File: config.mk
export PLATFORM = sky130hd
export DESIGN_NAME = viterbi_frame_decoder_flat
export DESIGN_NICKNAME = d
export VERILOG_FILES = /design/src/rtl/viterbi_pkg.sv /design/src/rtl/viterbi_frame_decoder_if.sv /design/src/rtl/viterbi_acs_unit.sv /design/src/rtl/viterbi_frame_decoder.sv /design/src/flat_wrapper.sv
export SDC_FILE = /design/constraint.sdc
export NUM_CORES = 1
export LEC_CHECK = 0
export CORE_MARGIN = 4
export CORE_UTILIZATION = 41
export DETAILED_ROUTE_END_ITERATION = 8
export HOLD_SLACK_MARGIN = 0.15
export PLACE_DENSITY = 0.66
export SLEW_MARGIN = 20
export SYNTH_ARGS = -nofsm -noshare
export SYNTH_HDL_FRONTEND = slang
export SYNTH_HIERARCHICAL = 1
export SYNTH_SLANG_ARGS = --single-unit
File: constraint.sdc
create_clock -name i_clk -period 4.7 [get_ports i_clk]
set_input_delay 0.47 -clock i_clk [delete_from_list [all_inputs] [get_ports i_clk]]
set_output_delay 0.47 -clock i_clk [all_outputs]
set_load 0.01 [all_outputs]
File: src/rtl/viterbi_pkg.sv
// Shared types and trellis helpers for the Viterbi frame decoder.
// Trellis state = last K-1 input bits, newest in the MSB; encoder register = {input, state}.
package viterbi_pkg;

  typedef enum logic [2:0] {S_IDLE, S_LOAD, S_ACS, S_DECIDE, S_OUT} state_t;

  function automatic int clog2(input int v);
    int r;
    r = 0;
    while ((1 << r) < v) r++;
    return r;
  endfunction

  // Counter width that never collapses to zero bits
  function automatic int cw(input int v);
    return (v <= 1) ? 1 : clog2(v);
  endfunction

  function automatic logic parity(input logic [6:0] v);
    return ^v;
  endfunction

  function automatic logic [1:0] bm(input logic [1:0] rx, input logic [1:0] ex);
    logic [1:0] d;
    d = rx ^ ex;
    return {1'b0, d[1]} + {1'b0, d[0]};
  endfunction

  function automatic logic [5:0] next_state(input logic [5:0] s, input logic u, input int k);
    logic [6:0] r;
    r = {1'b0, s} | (7'(u) << (k - 1));
    return r[6:1];
  endfunction

  // Predecessor b of state n: drop the newest bit, append b as the oldest
  function automatic logic [5:0] predecessor(input logic [5:0] n, input logic b, input int k);
    return {n[4:0], b} & 6'((1 << (k - 1)) - 1);
  endfunction

endpackage

File: src/rtl/viterbi_frame_decoder_if.sv
// Channel-side and consumer-side handshake bundle of the Viterbi frame decoder.
interface viterbi_frame_decoder_if #(
  parameter int IN_W  = 16,
  parameter int OUT_W = 8
);
  logic             i_start;
  logic             i_valid;
  logic [IN_W-1:0]  i_data;
  logic             o_ready;
  logic [OUT_W-1:0] o_data;
  logic             o_valid;
  logic             o_last;
  logic             i_ready;

  modport slave  (input  i_start, i_valid, i_data, i_ready,
                  output o_ready, o_data, o_valid, o_last);
  modport master (output i_start, i_valid, i_data, i_ready,
                  input  o_ready, o_data, o_valid, o_last);
endinterface

File: src/rtl/viterbi_acs_unit.sv
// Add-compare-select for one trellis state; on a tie the lower predecessor wins.
module viterbi_acs_unit #(
  parameter int PMW = 5
) (
  input  logic [PMW-1:0] i_pm0,
  input  logic [PMW-1:0] i_pm1,
  input  logic [1:0]     i_bm0,
  input  logic [1:0]     i_bm1,
  output logic [PMW-1:0] o_pm,
  output logic           o_dec
);
  logic [PMW:0]   w_s0, w_s1;
  logic [PMW-1:0] w_c0, w_c1;

  assign w_s0  = {1'b0, i_pm0} + {{(PMW-1){1'b0}}, i_bm0};
  assign w_s1  = {1'b0, i_pm1} + {{(PMW-1){1'b0}}, i_bm1};
  // Saturate so an unreachable state (all ones) never wraps to a small metric
  assign w_c0  = w_s0[PMW] ? '1 : w_s0[PMW-1:0];
  assign w_c1  = w_s1[PMW] ? '1 : w_s1[PMW-1:0];
  assign o_dec = w_c1 < w_c0;
  assign o_pm  = o_dec ? w_c1 : w_c0;
endmodule

File: src/rtl/viterbi_frame_decoder.sv
// Rate-1/2 hard-decision Viterbi frame decoder: FSM, symbol shifter,
// register-exchange survivors and output serialiser.
module viterbi_frame_decoder
  import viterbi_pkg::*;
#(
  parameter int           IN_W        = 16,
  parameter int           OUT_W       = 8,
  parameter int           FRAME_WORDS = 1,
  parameter int           K           = 3,
  parameter logic [K-1:0] G0          = 3'b111,
  parameter logic [K-1:0] G1          = 3'b101,
  parameter int           TERMINATED  = 1
) (
  input  logic                   i_clk,
  input  logic                   i_rst,
  viterbi_frame_decoder_if.slave bus
);
  localparam int NS   = 1 << (K - 1);
  localparam int NP   = IN_W / 2;
  localparam int L    = FRAME_WORDS * NP;
  localparam int NOUT = L / OUT_W;
  localparam int PMW  = clog2(2 * L + 1);
  localparam int PCW  = cw(NP);
  localparam int WCW  = cw(FRAME_WORDS);
  localparam int OCW  = cw(NOUT);
  localparam int SW   = cw(NS);

  state_t                  r_state, w_next;
  logic [IN_W-1:0]         r_sym;
  logic [PCW-1:0]          r_pair;
  logic [WCW-1:0]          r_word;
  logic [OCW-1:0]          r_ocnt;
  logic [NS-1:0][PMW-1:0]  r_pm, w_pm;
  logic [NS-1:0][L-1:0]    r_surv, w_surv;
  logic [NS-1:0]           w_dec;
  logic [L-1:0]            r_obuf;
  logic [SW-1:0]           w_best;
  logic [1:0]              w_rx;
  logic                    w_in_xfer, w_out_xfer, w_last_pair, w_last_word, w_last_out;

  assign w_rx        = r_sym[IN_W-1 -: 2];
  assign w_in_xfer   = bus.i_valid & bus.o_ready;
  assign w_out_xfer  = bus.o_valid & bus.i_ready;
  assign w_last_pair = r_pair == PCW'(NP - 1);
  assign w_last_word = r_word == WCW'(FRAME_WORDS - 1);
  assign w_last_out  = r_ocnt == OCW'(NOUT - 1);

  assign bus.o_ready = !i_rst && (r_state == S_IDLE || r_state == S_LOAD);
  assign bus.o_valid = !i_rst && (r_state == S_OUT);
  assign bus.o_last  = bus.o_valid && w_last_out;
  assign bus.o_data  = bus.o_valid ? r_obuf[L-1 -: OUT_W] : '0;

  for (genvar n = 0; n < NS; n++) begin : g_state
    localparam int         P0 = int'(predecessor(6'(n), 1'b0, K));
    localparam int         P1 = int'(predecessor(6'(n), 1'b1, K));
    localparam logic [6:0] R0 = 7'(2 * n);
    localparam logic [6:0] R1 = 7'(2 * n + 1);
    localparam logic [1:0] E0 = {parity(R0 & 7'(G0)), parity(R0 & 7'(G1))};
    localparam logic [1:0] E1 = {parity(R1 & 7'(G0)), parity(R1 & 7'(G1))};
    localparam logic       U  = 1'((n >> (K - 2)) & 1);

    viterbi_acs_unit #(.PMW(PMW)) u_acs (
      .i_pm0 (r_pm[P0]),
      .i_pm1 (r_pm[P1]),
      .i_bm0 (bm(w_rx, E0)),
      .i_bm1 (bm(w_rx, E1)),
      .o_pm  (w_pm[n]),
      .o_dec (w_dec[n])
    );

    // Both branches into a state carry the same input bit: its newest state bit
    assign w_surv[n] = w_dec[n] ? {r_surv[P1][L-2:0], U} : {r_surv[P0][L-2:0], U};
  end

  always_comb begin
    w_best = '0;
    if (TERMINATED == 0)
      for (int s = 1; s < NS; s++)
        if (r_pm[s] < r_pm[w_best]) w_best = SW'(s);
  end

  always_comb begin
    w_next = r_state;
    case (r_state)
      S_IDLE:   if (w_in_xfer && bus.i_start) w_next = S_ACS;
      S_LOAD:   if (w_in_xfer) w_next = S_ACS;
      S_ACS:    if (w_last_pair) w_next = w_last_word ? S_DECIDE : S_LOAD;
      S_DECIDE: w_next = S_OUT;
      S_OUT:    if (w_out_xfer && w_last_out) w_next = S_IDLE;
      default:  w_next = S_IDLE;
    endcase
  end

  always_ff @(posedge i_clk) begin
    if (i_rst) begin
      r_state <= S_IDLE;
      r_sym   <= '0;
      r_pair  <= '0;
      r_word  <= '0;
      r_ocnt  <= '0;
      r_pm    <= '0;
      r_surv  <= '0;
      r_obuf  <= '0;
    end else begin
      r_state <= w_next;
      case (r_state)
        S_IDLE, S_LOAD: begin
          if (w_in_xfer && (r_state == S_LOAD || bus.i_start)) begin
            r_sym  <= bus.i_data;
            r_pair <= '0;
            // A start word always begins a fresh frame, also when it arrives mid-frame
            if (bus.i_start) begin
              r_word <= '0;
              r_surv <= '0;
              for (int s = 0; s < NS; s++) r_pm[s] <= (s == 0) ? '0 : '1;
            end
          end
        end
        S_ACS: begin
          r_pm   <= w_pm;
          r_surv <= w_surv;
          r_sym  <= r_sym << 2;
          r_pair <= r_pair + PCW'(1);
          if (w_last_pair) r_word <= r_word + WCW'(1);
        end
        S_DECIDE: begin
          r_obuf <= r_surv[w_best];
          r_ocnt <= '0;
        end
        S_OUT: begin
          if (w_out_xfer) begin
            r_obuf <= r_obuf << OUT_W;
            r_ocnt <= r_ocnt + OCW'(1);
          end
        end
        default: ;
      endcase
    end
  end
endmodule
File: src/flat_wrapper.sv
// flat-port wrapper written by rule: the top's interface ports become plain ports
module viterbi_frame_decoder_flat import viterbi_pkg::*;
#(
  parameter int           IN_W        = 16,
  parameter int           OUT_W       = 8,
  parameter int           FRAME_WORDS = 1,
  parameter int           K           = 3,
  parameter logic [K-1:0] G0          = 3'b111,
  parameter logic [K-1:0] G1          = 3'b101,
  parameter int           TERMINATED  = 1
)
  (i_clk, i_rst, bus_i_start, bus_i_valid, bus_i_data, bus_i_ready, bus_o_ready, bus_o_data, bus_o_valid, bus_o_last);
  viterbi_frame_decoder_if #(.IN_W(IN_W), .OUT_W(OUT_W)) bus_i ();
  input  logic i_clk;
  input  logic i_rst;
  input wire logic [$bits(bus_i.i_start)-1:0] bus_i_start;
  input wire logic [$bits(bus_i.i_valid)-1:0] bus_i_valid;
  input wire logic [$bits(bus_i.i_data)-1:0] bus_i_data;
  input wire logic [$bits(bus_i.i_ready)-1:0] bus_i_ready;
  output wire logic [$bits(bus_i.o_ready)-1:0] bus_o_ready;
  output wire logic [$bits(bus_i.o_data)-1:0] bus_o_data;
  output wire logic [$bits(bus_i.o_valid)-1:0] bus_o_valid;
  output wire logic [$bits(bus_i.o_last)-1:0] bus_o_last;
  assign bus_i.i_start = bus_i_start;
  assign bus_i.i_valid = bus_i_valid;
  assign bus_i.i_data = bus_i_data;
  assign bus_i.i_ready = bus_i_ready;
  assign bus_o_ready = bus_i.o_ready;
  assign bus_o_data = bus_i.o_data;
  assign bus_o_valid = bus_i.o_valid;
  assign bus_o_last = bus_i.o_last;
  viterbi_frame_decoder #(.IN_W(IN_W), .OUT_W(OUT_W), .FRAME_WORDS(FRAME_WORDS), .K(K), .G0(G0), .G1(G1), .TERMINATED(TERMINATED)) u_core (.i_clk(i_clk), .i_rst(i_rst), .bus(bus_i));
endmodule
==> impl_metrics.yaml <==
placement:
  place_ws_ps: 910
  io_buffer_count: 29
  dp_cells: 725
  dpl.hpwl_mm: 7.79
  gp_congestion: 0.827
worst_setup_path:
  cp-start-kind: "flop"
  cp.required_ps: 4880
  reg2reg_from: "u_core/r_sym[14]$_SDFFE_PP0P_"
  crit_type: "reg2reg"
  reg2reg_to: "u_core/r_pm[7]$_SDFFE_PP0P_"
  path_max_fanout: 6
  cp.arrival_ps: 3980
  r2r.worst_path.cells: 14
  ff2ff_setup_slack_ps: 900
  cp-end-kind: "flop"
sta:
  max_freq_ghz: 0.263
  finalClockSkew_ps: 6.84
  slew-limit-headroom_pct: 34.9
  finalSetupViolations: 0
  tightestPinTransition_ps: 976
  timing.final.ws_setup_ps: 896
  period_needed_ps: 3800
  timing.final.crit_share_pct: 80.9
  setup_tns_ps: 0
  holdWs_ps: 477
  hold_viol: 0
  drv_slew: 0
  rsz0062_at_grt: "false"
cts:
  cts_root_buffer: "clkbuf_16"
  holdBufCountCts: 0
  cts_tree: "done"
  post-cts-setup-buffers: 0
  numCtsBuffers: 9
  clock_latency_ps: 340
  clock_sinks: 72
  ctsResizeCount: 0
  clk_pin_slew_ps: 60
  clockBufferDepth: 2
  htreeDepth: 3
synth:
  syn_area_per_cell_sq_um: 8.45
  ys_seq_elements: 72
  yosys_warnings: 6
  synth_edf_count: 0
  synth_cell_types: 49
  synth_cells: 583
  ys_async_sr_fraction_pct: 0
  synth-main-ff-cell: "dfxtp_1"
  syn-cell-area_sq_um: 4920
  yosysSeqAreaShare_pct: 29.3
floorplan:
  rows: 39
  dieHeight_microns: 118
  ios: 32
  core_sq_um: 11600
  start_util_pct: 42.6
  die-area_sq_um: 13800
  chipWidth_microns: 118
grt:
  grt_pass1_wl_mm: 18.6
  grt.overflow.total: 0
  grt_usage_pct: 15.9
  grt_max_degree: 54
  first_global_vias: 3995
  antenna_found_initial: 0
cells_and_area:
  drive_gt1_share_pct: 6.86
  syn_to_final_growth_pct: 11.2
  num-fill-cells: 1088
  antenna_cells: 0
  final_nets: 660
  final_cells: 741
worst_hold_path:
  hold_depth: 1
  hold_end: "u_core/r_surv[21]$_SDFFE_PP0P_"
  hp-class: "reg2reg"
  min_from: "u_core/r_surv[21]$_SDFFE_PP0P_"
pwr:
  peakVddDrop_uv: 241
  p_seq_share_pct: 25.5
  power.leakage_nw: 2.37
  clockPowerShare_pct: 19.8
  power_density_nw_per_um2: 583
  p_comb_share_pct: 54.7
  p_sw_share_pct: 41.3
  p_sw_w: 0.00132
  p_int_w: 0.00187
detailed_routing:
  first_iter_violations: 182
  drt_wl_total_mm: 10.6
  avgViaCountPerCell: 5.43
  wl_per_cell_microns: 14.3
  first_pass_iters: 4
  final_antenna_net_count: 0
  num_vias: 4023
  drc_errors: 0
status:
  status: "completed"
flow_run:
  drv_cap: 0
how the worst max path moves through the flow:
stage                                   from                        endpoint  slack [ps]
4_1_cts        u_core/r_sym[14]$_SDFFE_PP0P_    u_core/r_pm[19]$_SDFFE_PP0P_         900
3_5_place_dp   u_core/r_sym[14]$_SDFFE_PP0P_    u_core/r_pm[16]$_SDFFE_PP0P_         910
6_report       u_core/r_sym[14]$_SDFFE_PP0P_     u_core/r_pm[7]$_SDFFE_PP0P_         900
5_1_grt        u_core/r_sym[14]$_SDFFE_PP0P_    u_core/r_pm[16]$_SDFFE_PP0P_         670
2_1_floorplan  u_core/r_sym[14]$_SDFFE_PP0P_  u_core/r_surv[11]$_SDFFE_PP0P_        1090
3_3_place_gp   u_core/r_sym[14]$_SDFFE_PP0P_     u_core/r_pm[6]$_SDFFE_PP0P_        1020
per-layer routing:
metal  wire, microns  track usage [%]  up-vias
met2            4940             26.9       69
met1            5050             20.1     1885
li1                -                -     2051
met4             208             6.67        0
met5               0                0        -
met3             423             2.55       18
stage by stage:
stage / cell area, sq um / total power (W) / utilization (%)
6_report: 5470 / 0.00319 / 47.3
5_1_grt: 5470 / 0.00345 / 47.3
4_1_cts: 5470 / 0.00320 / 47.3
3_5_place_dp: 5200 / 0.00256 / 45.0
3_3_place_gp: 5200 / 0.00251 / 45.0
2_1_floorplan: 4930 / 0.00236 / -
power by group through the flow:
| stage | clock [W] | sequential (W) | combinational (W) |
|---|---|---|---|
| after detailed placement | 0 | 0.000826 | 0.00174 |
| after global routing | 0.000670 | 0.000831 | 0.00195 |
| final | 0.000631 | 0.000815 | 0.00174 |
| after CTS | 0.000648 | 0.000813 | 0.00174 |
| after global placement | 0 | 0.000818 | 0.00169 |
| after floorplan | 0 | 0.000781 | 0.00157 |
cells in the final DEF (no fill, tap or decap), drive strengths merged, types with 4 or more instances in the layout:
master          n
nor2           74
dfxtp          72
nand2          68
inv            51
ha             38
mux2i          34
clkdlybuf4s50  28
nor3           27
o2bb2ai        15
a311oi         14
a21oi          14
nand2b         13
nand4          12
mux2           12
a21o           10
clkbuf         10
nor2b           9
a22o            8
xor2            8
fa              8
and2            7
o21ai           7
a22oi           5
or3             5
or4             5
a2bb2oi         4
a32o            4
nand3           4
xnor2           4
and4            4
o2111ai         4
cells in the mapped netlist, types with 5 or more instances:
cell type | instances | area (sq um)
a21o_1 | 10 | 75.1
a21oi_1 | 13 | 65.1
a22o_1 | 8 | 70.1
a22oi_1 | 5 | 37.5
a311oi_1 | 14 | 123
and2_1 | 7 | 43.8
buf_2 | 6 | 30.0
buf_6 | 8 | 90.1
clkbuf_1 | 11 | 41.3
dfxtp_1 | 72 | 1440
fa_1 | 8 | 160
ha_1 | 38 | 475
inv_1 | 46 | 173
mux2_4 | 12 | 180
mux2i_1 | 34 | 340
nand2_1 | 68 | 255
nand2b_1 | 12 | 75.1
nand4_1 | 12 | 75.1
nor2_1 | 74 | 278
nor2b_1 | 9 | 56.3
nor3_1 | 27 | 135
o21ai_0 | 7 | 35.0
o2bb2ai_1 | 15 | 131
or3_1 | 5 | 31.3
xor2_1 | 8 | 70.1
flip-flops by register name, indices dropped and copies added (netlist names):
signal and flops:
u_core/r_word 1, u_core/r_state 3, u_core/r_pm 20, u_core/r_surv 22, u_core/r_obuf 6, u_core/r_ocnt 1, u_core/r_sym 16, u_core/r_pair 3
area by class of cell:
class / count / area, sq um / area share [%]
Inverter: 50 / 188 / 3.43
Clock buffer: 10 / 229 / 4.18
Sequential cell: 72 / 1440 / 26.3
Clock inverter: 6 / 45.0 / 0.823
Multi-Input combinational cell: 430 / 3100 / 56.6
Tap cell: 143 / 179 / 3.27
Timing Repair Buffer: 30 / 293 / 5.35
kinds of logic (layout without fill, tap and decap cells):
family | after synthesis | in the layout | share of synthesized area [%]
AO/OA/AOI/OAI | 88 | 88 | 13.8
XOR/XNOR | 12 | 12 | 2.13
adder cells (fa/ha/maj) | 46 | 46 | 12.9
buffers and inverters | 82 | 96 | 7.88
flip-flops | 72 | 72 | 29.3
multiplexers | 46 | 46 | 10.6
other | 1 | 2 | 0.0762
AND/OR/NAND/NOR | 236 | 236 | 23.3
worst max-delay path: stages (launching register included):
cell	delay [ps]
dfxtp_1	380
inv_1	80
ha_1	380
inv_1	180
ha_1	200
inv_1	60
fa_1	410
or3_1	360
nand3_1	120
ha_1	270
nor2b_1	140
or4_4	580
mux2_4	320
nor2_1	110
nor3_1	60
No activity file was read; power rests on OpenSTA's default activity.
